## config.mk

```make
export PLATFORM = sky130hd
export DESIGN_NAME = pipelined_adder
export DESIGN_NICKNAME = d
export VERILOG_FILES = /design/src/rtl/pipelined_adder.sv
export SDC_FILE = /design/constraint.sdc
export NUM_CORES = 1
export LEC_CHECK = 0
export BUFFER_PORTS_ARGS = -buffer_cell sky130_fd_sc_hd__buf_2
export CAP_MARGIN = 0
export CORE_MARGIN = 2
export CORE_UTILIZATION = 50
export CTS_CLUSTER_DIAMETER = 40
export CTS_CLUSTER_SIZE = 20
export DETAILED_ROUTE_END_ITERATION = 10
export HOLD_SLACK_MARGIN = 0.06
export PLACE_DENSITY = 0.73
export SETUP_SLACK_MARGIN = 0.3
export SYNTH_ARGS = -nofsm -noshare
export SYNTH_HDL_FRONTEND = slang
export SYNTH_SLANG_ARGS = --single-unit
```

## constraint.sdc

```tcl
create_clock -name clk -period 5.6 [get_ports clk]
set_input_delay 0.28 -clock clk [delete_from_list [all_inputs] [get_ports clk]]
set_output_delay 0.28 -clock clk [all_outputs]
set_load 0.01 [all_outputs]
```

## src/rtl/pipelined_adder.sv

```systemverilog
// pipelined_adder
//   Two's-complement add/subtract unit whose carry chain is cut into STAGES
//   equal segments of SEG = WIDTH/STAGES bits, with one register per segment.
//   Stage k adds operand segment k using the carry registered by stage k-1.
//   Finished low segments of the sum and unused high segments of the operands
//   travel skewed through the pipeline alongside it.
//   A single advance signal moves every stage at once, so bubbles keep their
//   position and results leave in acceptance order.
//
// Ports
//   clk, rst           clock (rising edge); asynchronous active-high reset
//   in_valid/in_ready  operand beat handshake
//   in_a, in_b         operands, WIDTH bits
//   in_cin             carry in; only used in add mode
//   in_sub             1: A - B, 0: A + B + cin
//   out_valid/out_ready result beat handshake
//   out_sum            result modulo 2^WIDTH
//   out_cout           carry out of the MSB (subtract: 1 means no borrow)
//   out_ovf            signed overflow
module pipelined_adder #(
  parameter int WIDTH  = 32,
  parameter int STAGES = 4
) (
  input  logic             clk,
  input  logic             rst,
  input  logic             in_valid,
  output logic             in_ready,
  input  logic [WIDTH-1:0] in_a,
  input  logic [WIDTH-1:0] in_b,
  input  logic             in_cin,
  input  logic             in_sub,
  output logic             out_valid,
  input  logic             out_ready,
  output logic [WIDTH-1:0] out_sum,
  output logic             out_cout,
  output logic             out_ovf
);

  localparam int SAFE_STAGES = (STAGES < 1) ? 1 : STAGES;
  localparam int SEG         = WIDTH / SAFE_STAGES;
  localparam int LAST        = SAFE_STAGES - 1;

  // Reject parameter sets that cannot be split into equal carry segments.
  generate
    if (WIDTH < 1 || STAGES < 1 || (WIDTH % SAFE_STAGES) != 0) begin : g_bad_params
      $error("pipelined_adder: WIDTH must be >= 1 and a multiple of STAGES >= 1");
    end
  endgenerate

  logic                   adv;
  logic [WIDTH-1:0]       b_eff;
  logic                   c0;

  logic [SAFE_STAGES-1:0] valid_q, valid_d;
  logic [SAFE_STAGES-1:0] carry_q, carry_d;
  logic                   ovf_q,   ovf_d;
  logic [WIDTH-1:0]       a_q   [SAFE_STAGES];
  logic [WIDTH-1:0]       a_d   [SAFE_STAGES];
  logic [WIDTH-1:0]       b_q   [SAFE_STAGES];
  logic [WIDTH-1:0]       b_d   [SAFE_STAGES];
  logic [WIDTH-1:0]       sum_q [SAFE_STAGES];
  logic [WIDTH-1:0]       sum_d [SAFE_STAGES];

  // What each stage sees at its input: the port operands for stage 0,
  // the previous stage register otherwise.
  logic [SAFE_STAGES-1:0] src_valid;
  logic [SAFE_STAGES-1:0] src_carry;
  logic [WIDTH-1:0]       src_a   [SAFE_STAGES];
  logic [WIDTH-1:0]       src_b   [SAFE_STAGES];
  logic [WIDTH-1:0]       src_sum [SAFE_STAGES];

  // Subtraction is A + ~B + 1; in_cin is deliberately ignored in that mode.
  assign b_eff = in_sub ? ~in_b : in_b;
  assign c0    = in_sub ? 1'b1 : in_cin;

  // The whole pipe moves unless a finished result is waiting on the consumer.
  // in_ready therefore depends only on registered state and out_ready.
  assign adv      = !valid_q[LAST] || out_ready;
  assign in_ready = adv;

  genvar k;
  generate
    for (k = 0; k < SAFE_STAGES; k++) begin : g_stage
      if (k == 0) begin : g_first
        assign src_valid[k] = in_valid;
        assign src_carry[k] = c0;
        assign src_a[k]     = in_a;
        assign src_b[k]     = b_eff;
        assign src_sum[k]   = '0;
      end else begin : g_next
        assign src_valid[k] = valid_q[k-1];
        assign src_carry[k] = carry_q[k-1];
        assign src_a[k]     = a_q[k-1];
        assign src_b[k]     = b_q[k-1];
        assign src_sum[k]   = sum_q[k-1];
      end

      // Low operand segments of a stage register are already consumed and the
      // last stage only needs its sum, carry and overflow.
      logic unused_operands;
      assign unused_operands = ^{a_q[k], b_q[k]};
    end
  endgenerate

  // Each stage resolves its own segment and copies everything else forward.
  // Overflow is resolved while loading the last stage so the output port is
  // a plain register.
  always_comb begin : comb_stages
    logic [SEG:0] seg_res;
    seg_res = '0;
    valid_d = valid_q;
    carry_d = carry_q;
    ovf_d   = ovf_q;
    for (int i = 0; i < SAFE_STAGES; i++) begin
      a_d[i]   = a_q[i];
      b_d[i]   = b_q[i];
      sum_d[i] = sum_q[i];
    end
    if (adv) begin
      for (int i = 0; i < SAFE_STAGES; i++) begin
        seg_res = {1'b0, src_a[i][i*SEG +: SEG]}
                + {1'b0, src_b[i][i*SEG +: SEG]}
                + {{SEG{1'b0}}, src_carry[i]};
        valid_d[i]                = src_valid[i];
        carry_d[i]                = seg_res[SEG];
        a_d[i]                    = src_a[i];
        b_d[i]                    = src_b[i];
        sum_d[i]                  = src_sum[i];
        sum_d[i][i*SEG +: SEG]    = seg_res[SEG-1:0];
      end
      ovf_d = (src_a[LAST][WIDTH-1] == src_b[LAST][WIDTH-1]) &&
              (sum_d[LAST][WIDTH-1] != src_a[LAST][WIDTH-1]);
    end
  end

  always_ff @(posedge clk or posedge rst) begin
    if (rst) begin
      valid_q <= '0;
      carry_q <= '0;
      ovf_q   <= 1'b0;
      for (int i = 0; i < SAFE_STAGES; i++) begin
        a_q[i]   <= '0;
        b_q[i]   <= '0;
        sum_q[i] <= '0;
      end
    end else begin
      valid_q <= valid_d;
      carry_q <= carry_d;
      ovf_q   <= ovf_d;
      for (int i = 0; i < SAFE_STAGES; i++) begin
        a_q[i]   <= a_d[i];
        b_q[i]   <= b_d[i];
        sum_q[i] <= sum_d[i];
      end
    end
  end

  assign out_valid = valid_q[LAST];
  assign out_sum   = sum_q[LAST];
  assign out_cout  = carry_q[LAST];
  assign out_ovf   = ovf_q;

endmodule

```

# Word-level counts from Yosys, hierarchy flattened
# Cells that the tools add are included.
[word_totals]
regBits = 281
elab_cells = 29
[op_classes]
reduce_logical = 3
n_mux = 2
bitwise_logic = 1
n_eq_ne = 2
add_sub_neg = 8
[op_table]
columns = ["op", "count"]
rows = [
  ["adder 8 x 8 -> 9 bit", 4],
  ["adder 9 x 1 -> 9 bit", 4],
  ["2-to-1 mux 32 bit", 1],
  ["inverter 32 bit", 1],
  ["== test 1 bit", 1],
  ["logical AND 1 bit", 1],
  ["zero test 1 bit", 1],
  ["logical OR 1 bit", 1],
  ["2-to-1 mux 1 bit", 1],
  ["!= test 1 bit", 1],
]

# Depth between registers and ports, before layout
[logic_depth]
ltp_word = 4
depth_mapped = 11
depth_no_buf = 9

# Worst setup path after synthesis
# Ideal clock, no wire load.
[synth_timing]
path_kind = "input-to-reg"
from = "input in_sub"
to = "register carry_q[0]"
n_path_buf = 2
cell_stages = 11
slack_ps = 3150
arrival_time_ps = 2326
setup_ps = 124
cell_sequence = "buf_2 -> buf_2 -> or2_2 -> fa_1 -> inv_1 -> fa_1 -> nor2b_1 -> o31a_1 -> o21ai_1 -> a21oi_1 -> a211o_1"
[synth_between]
elab_chain_len = 3
word_cells_on_any_way = 4
cone_classes = "add/sub: 2; mux: 2"
[synth_rtl]
columns = ["item", "line", "source"]
rows = [
  ["start, declared", "31", "input logic in_sub,"],
  ["2-to-1 mux 32 bit", "73", "assign b_eff = in_sub ? ~in_b : in_b;"],
  ["adder 8 x 8 -> 9 bit", "122", "+ {1'b0, src_b[i][i*SEG +: SEG]}"],
  ["adder 9 x 1 -> 9 bit *", "123", "+ {{SEG{1'b0}}, src_carry[i]};"],
  ["end signal, assigned", "148", "carry_q <= carry_d;"],
  ["end, declared", "55", "logic [SAFE_STAGES-1:0] carry_q, carry_d;"],
]
# Mark *: on every way between the ends. The rest lies on a longest branch, timed or not.
# A chain may end at the register's enable or synchronous reset.

# Worst setup path in the final report
[layout_timing]
from = "register valid_q[3]"
to = "output in_ready"
[layout_between]
elab_chain_len = 2
[layout_rtl]
columns = ["item", "line", "source"]
rows = [
  ["start, declared", "54", "logic [SAFE_STAGES-1:0] valid_q, valid_d;"],
  ["start signal, assigned", "147", "valid_q <= valid_d;"],
  ["zero test 1 bit", "78", "assign adv = !valid_q[LAST] || out_ready;"],
  ["logical OR 1 bit", "78", ""],
  ["end, declared", "27", "output logic in_ready,"],
]
# Every way passes these cells.

==> metrics.md <==
| Metric | Value |
|---|---|
| Aggregate global routing overflow | `0` |
| First-pass GRT wire length | `27340 um` |
| Design area | `9788 um^2` |
| R2r startpoint | `valid_q[3]` |
| TritonCTS Buffers | `17` |
| Hold buffers post-CTS | `18` |
| Core area | `16410 um^2` |
| Largest net degree at the start of global routing | `roughly 220` |
| Power Dens Cells | `555.3 nW/um^2` |
| Predominant post-synthesis flop cell | `dfrtp_1` |
| Count of state elements after synthesis | `185` |
| Final antenna-violating net count | `0` |
| Outcome | `finished clean` |
| CTS Sinks | `185` |
| Post-synth EDFFs | `0` |
| Hold crit path type | `in -> async` |
| Dpl cells | `1195` |
| Gr usage total | `0.1914` |
| CTS clk-pin slew, worst paths | `70 ps` |
| Final setup vio count | `0` |
| Total Wirelength | `between 15000 and 20000 um` |
| R2R Setup Slk | `slightly below 3000 ps` |
| Post-synthesis net count | `1017` |
| Non-Filler Instances | `1245` |
| Via total after detailed routing | `about 6100` |
| Die Wd | `between 100 and 150 um` |
| Max IR drop VDD | `0.3470 mV` |
| Final Hold Viols | `0` |
| DP HPWL | `between 9000 and 10000 um` |
| Critical path peak fanout | `216` |
| RePlAce Congestion | `0.8437` |
| Slew Limit Headroom | `0.2895` |
| Clock skew | `10.62 ps` |
| Sw Pwr | `1.962 mW` |
| Vias in the first global route | `5864` |
| Critical R2R Capture | `carry_q[0]` |
| Max Cap Viol | `0` |
| Critical path capture point type | `output port` |
| F_max | `312.9 MHz` |
| Fin Hold WS | `between 40 and 50 ps` |
| Cell variety after synth | `33` |
| Clock network fraction of total power | `0.231` |
| Syn-to-layout area delta | `17.85%` |
| Residual DRC count | `0` |
| Reg2reg path depth | `7` |
| Num rows | `47` |
| Worst slew pin tran | `about 1100 ps` |
| Worst-Skew Late Latency | `420 ps` |
| Startpoint Class | `flop` |
| Synth Cell Area | `8305 um^2` |
| Cells after Synth | `just over 900` |
| P_leak | `4.984 nW` |
| Multi-input logic area | `3441 um^2` |
| CTS max path bufs | `2` |
| FFs w/ async S/R, synth | `1.000` |
| Worst EP arrival | `about 3000 ps` |
| Die Footprint | `~18000 um^2` |
| Critical Path RT | `5320 ps` |
| Cts repair resizes | `0` |
| Final Max Slew Viols | `0` |
| Tmin final | `about 3200 ps` |
| Fin crit share | `0.5707` |
| I/O Pins | `roughly 110` |
| RSZ-0062 raised after global routing | `false` |
| WS Path Type | `reg -> out` |
| Layout net count | `1118` |
| Seq. cell area | `4629 um^2` |
| Drt wl/cell | `approximately 13 um` |
| Top cells by count, synth | `426 x nand2_1, 185 x dfrtp_1, 50 x o21ai_0` |
| Initial antenna violation count | `0` |
| Drt via density | `4.871` |
| Largest cells by area after synthesis | `dfrtp_1 56%, nand2_1 19%, ha_1 4.2%, o21ai_0 3.0%, xnor2_1 3.0%` |
| TritonCTS clock tree | `built` |
| Gate power share | `0.353` |
| Buffers on Ports | `105` |
| DRT Pass-1 Iters | `4` |
| Initial core utilization | `0.5062` |
| Yosys warnings | `0` |
| Fillers | `1452` |
| Die Y | `about 130 um` |
| # diodes | `0` |
| Layout cell share with drive strength beyond 1 | `0.1463` |
| Post-synth top area share | `0.5574` |
| Seq/Total Area, Yosys | `0.5574` |
| Int Pwr | `3.473 mW` |
| DR iter-0 viols | `just over 400` |
| CTS Root Cell | `clkbuf_16` |
| Synth area leader | `dfrtp_1` |
| Flop pwr share | `0.416` |
| Count leader, synth | `nand2_1` |
| Total setup buffers inserted after CTS | `0` |
| Synthesized area per cell | `between 9 and 10 um^2` |
| Sw frac | `0.3610` |
| Fin util | `0.5966` |
| H-tree lvl count | `4` |
| Fin Setup TNS | `0 ps` |
| Placement Cell Area | `8977 um^2` |
==> worst max-delay path, stage by stage (launching register included) <==
cell and delay (ps):
dfrtp_1 370, nor2b_4 130, buf_12 210, inv_4 660, buf_4 700, buf_2 260
==> metal layers <==
layer	up-vias	global-route usage	part of all wire
met4	0	0.07587	0.019
met1	2834	0.2642	0.47
met3	20	0.04100	0.032
li1	3108	-	-
met2	103	0.2979	0.48
met5	-	0	0
==> state kept, by name (all words and copies together) (netlist names) <==
signal and flops:
out_ovf 1, valid_q 4, out_sum 32, src_sum 48
a_q 48, carry_q 4, b_q 48
==> cells by family (layout without fill, tap and decap cells) <==
kind of cell,Yosys count,count (layout),share of synthesized area
AOI/OAI and AO/OA,115,115,0.08466
xor gates and xnor gates,45,45,0.04745
adders and majority gates,36,36,0.06146
buffers and inverters,57,171,0.02923
DFF,185,185,0.5574
and+or+nand+nor,473,473,0.2198
==> layout make-up <==
class,count,area share
multi-input combinational,669,0.3515
clock inverter,12,0.01675
sequential,185,0.4730
inverter,12,0.005241
tap,220,0.02812
clock buffer,20,0.04768
timing repair buffer,127,0.07772
==> worst max-delay path by stage <==
stage	slack, ps	cells after the start	end	startpoint
2_1_floorplan	2940	1	a_q[104]	rst
3_3_place_gp	2760	5	in_ready	valid_q[3]
3_5_place_dp	2770	8	carry_q[0]	out_ready
4_1_cts	2300	5	in_ready	valid_q[3]
5_1_grt	2070	5	in_ready	valid_q[3]
6_report	2400	5	in_ready	valid_q[3]
==> through the flow <==
step,power [mW],worst slack [ps]
floorplan,3.686,2941
global placement,4.119,2755
detailed placement,4.206,2766
CTS,5.491,2304
global route,5.907,2069
finish,5.436,2404
==> power by group through the flow <==
stage / Clock [mW] / Sequential [mW] / Combinational, mW
3_5_place_dp: 0 / 2.29 / 1.92
4_1_cts: 1.28 / 2.26 / 1.94
2_1_floorplan: 0 / 2.27 / 1.42
3_3_place_gp: 0 / 2.27 / 1.85
5_1_grt: 1.34 / 2.33 / 2.23
6_report: 1.26 / 2.26 / 1.92
==> cell usage in the layout, fill, tap and decap left out, types with 8 or more instances in the layout <==
cell	Yosys	layout
inv_1	12	10
xor2_1	17	17
fa_1	8	8
a21oi_1	18	18
xnor2_1	28	28
dlygate4sd3_1	0	18
o21ai_0	50	50
clkbuf_16	0	17
nand2_1	426	426
dfrtp_1	185	185
nor2_1	22	22
ha_1	28	28
nor3_1	10	10
buf_2	23	105
No activity file was read; power rests on OpenSTA's default activity.
